File: config.mk
export PLATFORM = sky130hd
export DESIGN_NAME = mac_header_extractor
export DESIGN_NICKNAME = d
export VERILOG_FILES = /design/src/rtl/mac_header_extractor.sv
export SDC_FILE = /design/constraint.sdc
export NUM_CORES = 1
export LEC_CHECK = 0
export CORE_ASPECT_RATIO = 1.2
export CORE_MARGIN = 8
export CORE_UTILIZATION = 42
export CTS_BUF_LIST = sky130_fd_sc_hd__clkbuf_16
export DETAILED_ROUTE_END_ITERATION = 8
export GPL_TIMING_DRIVEN = 1
export PLACE_DENSITY = 0.74
export SYNTH_ARGS = -nofsm -noshare
export SYNTH_HDL_FRONTEND = slang
export SYNTH_SLANG_ARGS = --single-unit
export TNS_END_PERCENT = 10
File: constraint.sdc
create_clock -name iclk -period 2.8 [get_ports iclk]
set_input_delay 0.42 -clock iclk [delete_from_list [all_inputs] [get_ports iclk]]
set_output_delay 0.42 -clock iclk [all_outputs]
set_load 0.005 [all_outputs]
File: src/rtl/mac_header_extractor.sv
// Byte-serial Ethernet header extractor: captures DA/SA, hashes both by XOR-folding,
// and issues one-cycle lookup/learn pulses; frames truncated before the header completes are counted as runts.
module mac_header_extractor #(
  parameter int pPORT_NUM = 4,
  parameter int pSLOTS    = 256
) (
  input  logic                         iclk,
  input  logic                         irst_n,
  input  logic [7:0]                   i_data,
  input  logic                         i_valid,
  input  logic                         i_sof,
  input  logic                         i_eof,
  input  logic [$clog2(pPORT_NUM)-1:0] i_port,
  output logic                         o_write_enable,
  output logic                         o_lookup_valid,
  output logic [$clog2(pPORT_NUM)-1:0] o_port_num,
  output logic [$clog2(pSLOTS)-1:0]    o_MAC_SA,
  output logic [$clog2(pSLOTS)-1:0]    o_MAC_DA,
  output logic                         o_bcast,
  output logic [15:0]                  o_runt_cnt
);

  localparam int P = $clog2(pPORT_NUM);
  localparam int H = $clog2(pSLOTS);

  typedef enum logic [1:0] {
    IDLE = 2'd0,
    DA   = 2'd1,
    SA   = 2'd2,
    SKIP = 2'd3
  } stateE;

  // Fold a 48-bit MAC into H bits; bit i lands on bit (i mod H), which zero-pads the top chunk.
  function automatic logic [H-1:0] foldMac(input logic [47:0] mac);
    logic [H-1:0] acc;
    acc = '0;
    for (int i = 0; i < 48; i++) begin
      acc[i % H] = acc[i % H] ^ mac[i];
    end
    return acc;
  endfunction

  stateE        stateR, stateS;
  logic [2:0]   cntR, cntS;
  logic [47:0]  daR, daS;
  logic [47:0]  saR, saS;
  logic [P-1:0] portR, portS;
  logic [1:0]   runtIncS;
  logic         completeS;
  logic [16:0]  runtSumS;
  logic [15:0]  runtNextS;

  logic         lookupValidR;
  logic         writeEnableR;
  logic [P-1:0] portNumR;
  logic [H-1:0] macSaR;
  logic [H-1:0] macDaR;
  logic         bcastR;
  logic [15:0]  runtCntR;

  // Next-state, capture shift registers and runt accounting for one accepted byte.
  always_comb begin
    stateS    = stateR;
    cntS      = cntR;
    daS       = daR;
    saS       = saR;
    portS     = portR;
    runtIncS  = 2'd0;
    completeS = 1'b0;
    if (i_valid) begin
      case (stateR)
        IDLE: begin
          if (i_sof && i_eof) begin
            runtIncS = 2'd1;
          end else if (i_sof) begin
            portS  = i_port;
            daS    = {40'd0, i_data};
            stateS = DA;
            cntS   = 3'd1;
          end else begin
            stateS = IDLE;
          end
        end
        DA, SA: begin
          // A new sof abandons the partial header; a one-byte sof+eof frame is a runt of its own.
          if (i_sof && i_eof) begin
            runtIncS = 2'd2;
            stateS   = IDLE;
            cntS     = 3'd0;
          end else if (i_sof) begin
            runtIncS = 2'd1;
            portS    = i_port;
            daS      = {40'd0, i_data};
            stateS   = DA;
            cntS     = 3'd1;
          end else if (i_eof && !(stateR == SA && cntR == 3'd5)) begin
            runtIncS = 2'd1;
            stateS   = IDLE;
            cntS     = 3'd0;
          end else if (stateR == DA) begin
            daS = {daR[39:0], i_data};
            if (cntR == 3'd5) begin
              stateS = SA;
              cntS   = 3'd0;
            end else begin
              cntS = cntR + 3'd1;
            end
          end else begin
            saS = {saR[39:0], i_data};
            if (cntR == 3'd5) begin
              completeS = 1'b1;
              stateS    = i_eof ? IDLE : SKIP;
              cntS      = 3'd0;
            end else begin
              cntS = cntR + 3'd1;
            end
          end
        end
        SKIP: begin
          if (i_sof && i_eof) begin
            runtIncS = 2'd1;
            stateS   = IDLE;
          end else if (i_sof) begin
            portS  = i_port;
            daS    = {40'd0, i_data};
            stateS = DA;
            cntS   = 3'd1;
          end else if (i_eof) begin
            stateS = IDLE;
          end else begin
            stateS = SKIP;
          end
        end
        default: begin
          stateS = IDLE;
          cntS   = 3'd0;
        end
      endcase
    end else begin
      stateS = stateR;
    end
  end

  // Saturating runt counter increment.
  always_comb begin
    runtSumS = {1'b0, runtCntR} + {15'd0, runtIncS};
    if (runtSumS[16]) begin
      runtNextS = 16'hFFFF;
    end else begin
      runtNextS = runtSumS[15:0];
    end
  end

  // FSM and capture registers.
  always_ff @(posedge iclk or negedge irst_n) begin
    if (!irst_n) begin
      stateR   <= IDLE;
      cntR     <= 3'd0;
      daR      <= 48'd0;
      saR      <= 48'd0;
      portR    <= '0;
      runtCntR <= 16'd0;
    end else begin
      stateR   <= stateS;
      cntR     <= cntS;
      daR      <= daS;
      saR      <= saS;
      portR    <= portS;
      runtCntR <= runtNextS;
    end
  end

  // Registered header outputs; the header fields hold between completions.
  always_ff @(posedge iclk or negedge irst_n) begin
    if (!irst_n) begin
      lookupValidR <= 1'b0;
      writeEnableR <= 1'b0;
      portNumR     <= '0;
      macSaR       <= '0;
      macDaR       <= '0;
      bcastR       <= 1'b0;
    end else begin
      lookupValidR <= completeS;
      // Bit 40 is the group bit of the first SA byte: multicast sources are never learned.
      writeEnableR <= completeS & ~saS[40];
      if (completeS) begin
        portNumR <= portR;
        macSaR   <= foldMac(saS);
        macDaR   <= foldMac(daR);
        bcastR   <= &daR;
      end
    end
  end

  assign o_lookup_valid = lookupValidR;
  assign o_write_enable = writeEnableR;
  assign o_port_num     = portNumR;
  assign o_MAC_SA       = macSaR;
  assign o_MAC_DA       = macDaR;
  assign o_bcast        = bcastR;
  assign o_runt_cnt     = runtCntR;

endmodule
==> qor.txt <==
=====================================================================================
Result of the run ......................................................    completed
Final-report hold violation count ......................................            0
Final period utilization ...............................................        90.4%
Die Ht .................................................................       148 um
Data arrival time of the critical path .................................      2860 ps
CTS tree ...............................................................         done
Antenna diode count ....................................................            0
HPWL after detailed placement ..........................................      8.15 mm
R2r worst-path depth ...................................................           12
Post-synthesis sequential element count ................................          132
Clock Path Buffers .....................................................            2
Total routing resource utilization after global routing ................        13.5%
Number of max-cap violations ...........................................            0
Post-detailed-route wirelength per cell ................................      16.1 um
Power density normalized to cell area ..................................  879 mW/mm^2
Routability congestion estimate ........................................        0.837
Layout overhead on the synthesized area ................................        22.8%
Transition time of the tightest slew-check pin .........................       673 ps
Starting utilization of the core area ..................................        42.7%
Core Box Area ..........................................................  0.0143 mm^2
Pin count of the biggest net entering global routing ...................           49
Fraction of registers with async set or reset after synthesis ..........         100%
Reg2reg end ............................................................ o_runt_cnt[13]
Post-route design area ................................................. 0.00749 mm^2
Warnings, synthesis ....................................................            0
Register-to-register path setup slack ..................................       270 ps
Max IR drop VDD ........................................................   0.000365 V
Vias ...................................................................         3972
Clk sink count .........................................................          132
Global-route wire length before repair .................................      20.5 mm
Worst slack after detailed placement ...................................     -42.1 ps
Count of input and output buffers ......................................           51
Ports ..................................................................           52
Ratio of cells with drive above 1 in the final layout ..................        18.4%
List of most frequent post-synthesis cells ............................. 132 x sky130_fd_sc_hd__dfrtp_1, 87 x sky130_fd_sc_hd__xnor2_1, 52 x sky130_fd_sc_hd__mux2_2
Sum of routed wire length over all layers ..............................      12.0 mm
Setup repair after global routing missed its margin ....................        false
Setup violation total in the final timing report .......................            0
Count of flip-flops with a built-in enable after synthesis .............            0
Sequential share of the synthesized area ...............................        54.1%
Category of the most critical setup path ............................... register to register
Required time worst endpoint ...........................................      3120 ps
CTS Buf Count ..........................................................           17
Clock insertion delay at the later pin of the skew report ..............       400 ps
Via count of the first global-routing pass .............................         4205
Syn Std Cell Area ...................................................... 0.00610 mm^2
Post-Synthesis Net Count ...............................................          516
Static Leak ............................................................      3.27 nW
DR DRC count ...........................................................            0
Most frequently used cell type in the post-synthesis netlist ........... sky130_fd_sc_hd__dfrtp_1
Number of vias per cell ................................................         5.33
Number of iterations in the first detailed-routing pass ................            5
Maximum level of the CTS H-tree ........................................            4
Number of instances in the placed design ...............................          713
Slack of the critical path .............................................       268 ps
Number of standard cells after synthesis ...............................          493
Worst Setup Start Kind .................................................     register
Placed standard-cell area .............................................. 0.00686 mm^2
Die Area ...............................................................  0.0187 mm^2
Tightest Hold Check Type ............................................... primary input to asynchronous set/reset pin
Total Nets Final .......................................................          581
Most area-hungry cell type in the Yosys netlist ........................ sky130_fd_sc_hd__dfrtp_1
Maximum clock rate .....................................................      395 MHz
Shortest clock period the worst path allows after layout ...............      2530 ps
Largest fanout on the critical path ....................................           13
Top cells by area in the synthesized netlist ........................... sky130_fd_sc_hd__dfrtp_1 54%, sky130_fd_sc_hd__xnor2_1 12%, sky130_fd_sc_hd__mux2_2 9.6%
Type of destination of the critical path ...............................     register
Skew final .............................................................      7.03 ps
Antenna violations before repair .......................................            0
Post-route insts no fill ...............................................          745
Final number of max-transition violations ..............................            0
Antenna violation net count after detailed routing .....................            0
Netlist cell types .....................................................           46
Floorplan die width ....................................................       126 um
Post-synth top area share ..............................................        54.1%
Synthesized area per cell ..............................................    12.4 um^2
Relative slew slack ....................................................        54.5%
Row count ..............................................................           48
DRC marker count from the first detailed-route iteration ...............          176
Launch instance of the worst register-to-register path .................    stateR[1]
Buffer cell driving the clock tree root ................................ sky130_fd_sc_hd__clkbuf_16
Hold slack .............................................................      34.1 ps
Count of filler cells inserted in the layout ...........................         1187
Clock-pin slew of the registers on the worst-case setup and hold paths .        60 ps
Most used flip-flop cell after synthesis ............................... sky130_fd_sc_hd__dfrtp_1
Origin of the worst setup path .........................................    stateR[1]
Total overflow reported by the global router ...........................            0
=====================================================================================
cells by family after synthesis:
group | Yosys count | synth area share [%]
mux | 53 | 9.76
xor+xnor | 90 | 12.9
buf+inv | 33 | 3.03
flops | 132 | 54.1
fa+ha+maj | 8 | 1.76
compound gates | 82 | 9.88
simple gates | 95 | 8.55
cell usage in the layout, fill, tap and decap left out, drive strengths merged, types with 2 or more instances in the layout:
cell             n
nor2b            2
clkbuf          17
clkinv           5
inv             13
clkinvlp         2
bufinv           5
mux2            52
nand3            2
dfrtp          132
nor2            11
a21oi            7
xnor2           87
clkdlybuf4s50   50
ha               7
buf             18
nand2b           3
a22o            41
nor3             4
xor2             3
nand4b           2
o21ai           22
nor4             6
or3              2
nand2           38
nor4b            2
a31oi            2
nand4           18
stage by stage:
step	utilization, %	TNS (ps)	total power [mW]
2_1_floorplan	-	0	3.83
3_3_place_gp	48.0	0	4.20
3_5_place_dp	48.0	-195	4.28
4_1_cts	52.3	0	6.64
5_1_grt	52.4	0	6.93
6_report	52.4	0	6.59
layout make-up:
class	count	area, um^2	area share (%)
Clock buffer	17	425	5.68
Clock inverter	14	194	2.59
Inverter	11	41.3	0.551
Multi-Input combinational cell	328	2630	35.0
Sequential cell	132	3300	44.1
Tap cell	175	219	2.92
Timing Repair Buffer	68	686	9.15
registers in the layout, summed over array words and instances, names as in the netlist:
signal	cells
cntR	3
o_MAC_DA	8
daR	48
o_lookup_valid	1
stateR	2
saR	40
portR	2
o_runt_cnt	16
o_port_num	2
o_bcast	1
o_write_enable	1
o_MAC_SA	8
worst max-delay path, cell delays in order, from the launching register on:
cell and delay, ps:
sky130_fd_sc_hd__dfrtp_1 390, sky130_fd_sc_hd__inv_1 100, sky130_fd_sc_hd__ha_1 330, sky130_fd_sc_hd__xor2_1 160, sky130_fd_sc_hd__a22oi_1 80, sky130_fd_sc_hd__nor2_1 130
sky130_fd_sc_hd__ha_2 210, sky130_fd_sc_hd__inv_1 60, sky130_fd_sc_hd__fa_2 410, sky130_fd_sc_hd__nor4_4 170, sky130_fd_sc_hd__nand4_1 140, sky130_fd_sc_hd__buf_4 200
sky130_fd_sc_hd__o21ai_0 80
repair_timing:
| item | 4_1_cts | 5_1_grt |
|---|---|---|
| hold endpoints to repair | 0 | 0 |
| endpoints found under the setup margin | 0 | 16 |
| gates resized for setup | 0 | 2 |
| hold buffers | 0 | 0 |
| buffers inserted | 0 | 1 |
power breakdown:
| part | switching, mW | internal [mW] | total [mW] |
|---|---|---|---|
| clock network | 0.762 | 1.55 | 2.32 |
| logic | 0.661 | 0.952 | 1.61 |
| registers | 0.392 | 2.27 | 2.66 |
| total | 1.82 | 4.77 | 6.59 |
metal layers:
layer / global-route usage (%) / up-vias / share of wire (%)
met2: 23.4 / 68 / 53
met4: 6.15 / 0 / 1.5
met3: 3.26 / 17 / 3.2
met5: 0 / - / 0
li1: - / 1866 / -
met1: 15.4 / 2021 / 43
worst max-delay path by stage:
stage	end	slack (ps)	cells past startpoint
after floorplan	o_runt_cnt[1]	80	13
after global placement	o_runt_cnt[13]	70	11
after detailed placement	o_runt_cnt[13]	-40	11
after CTS	o_runt_cnt[13]	140	12
after global routing	o_runt_cnt[5]	5	12
final	o_runt_cnt[13]	270	12
No activity file was read; power rests on OpenSTA's default activity.
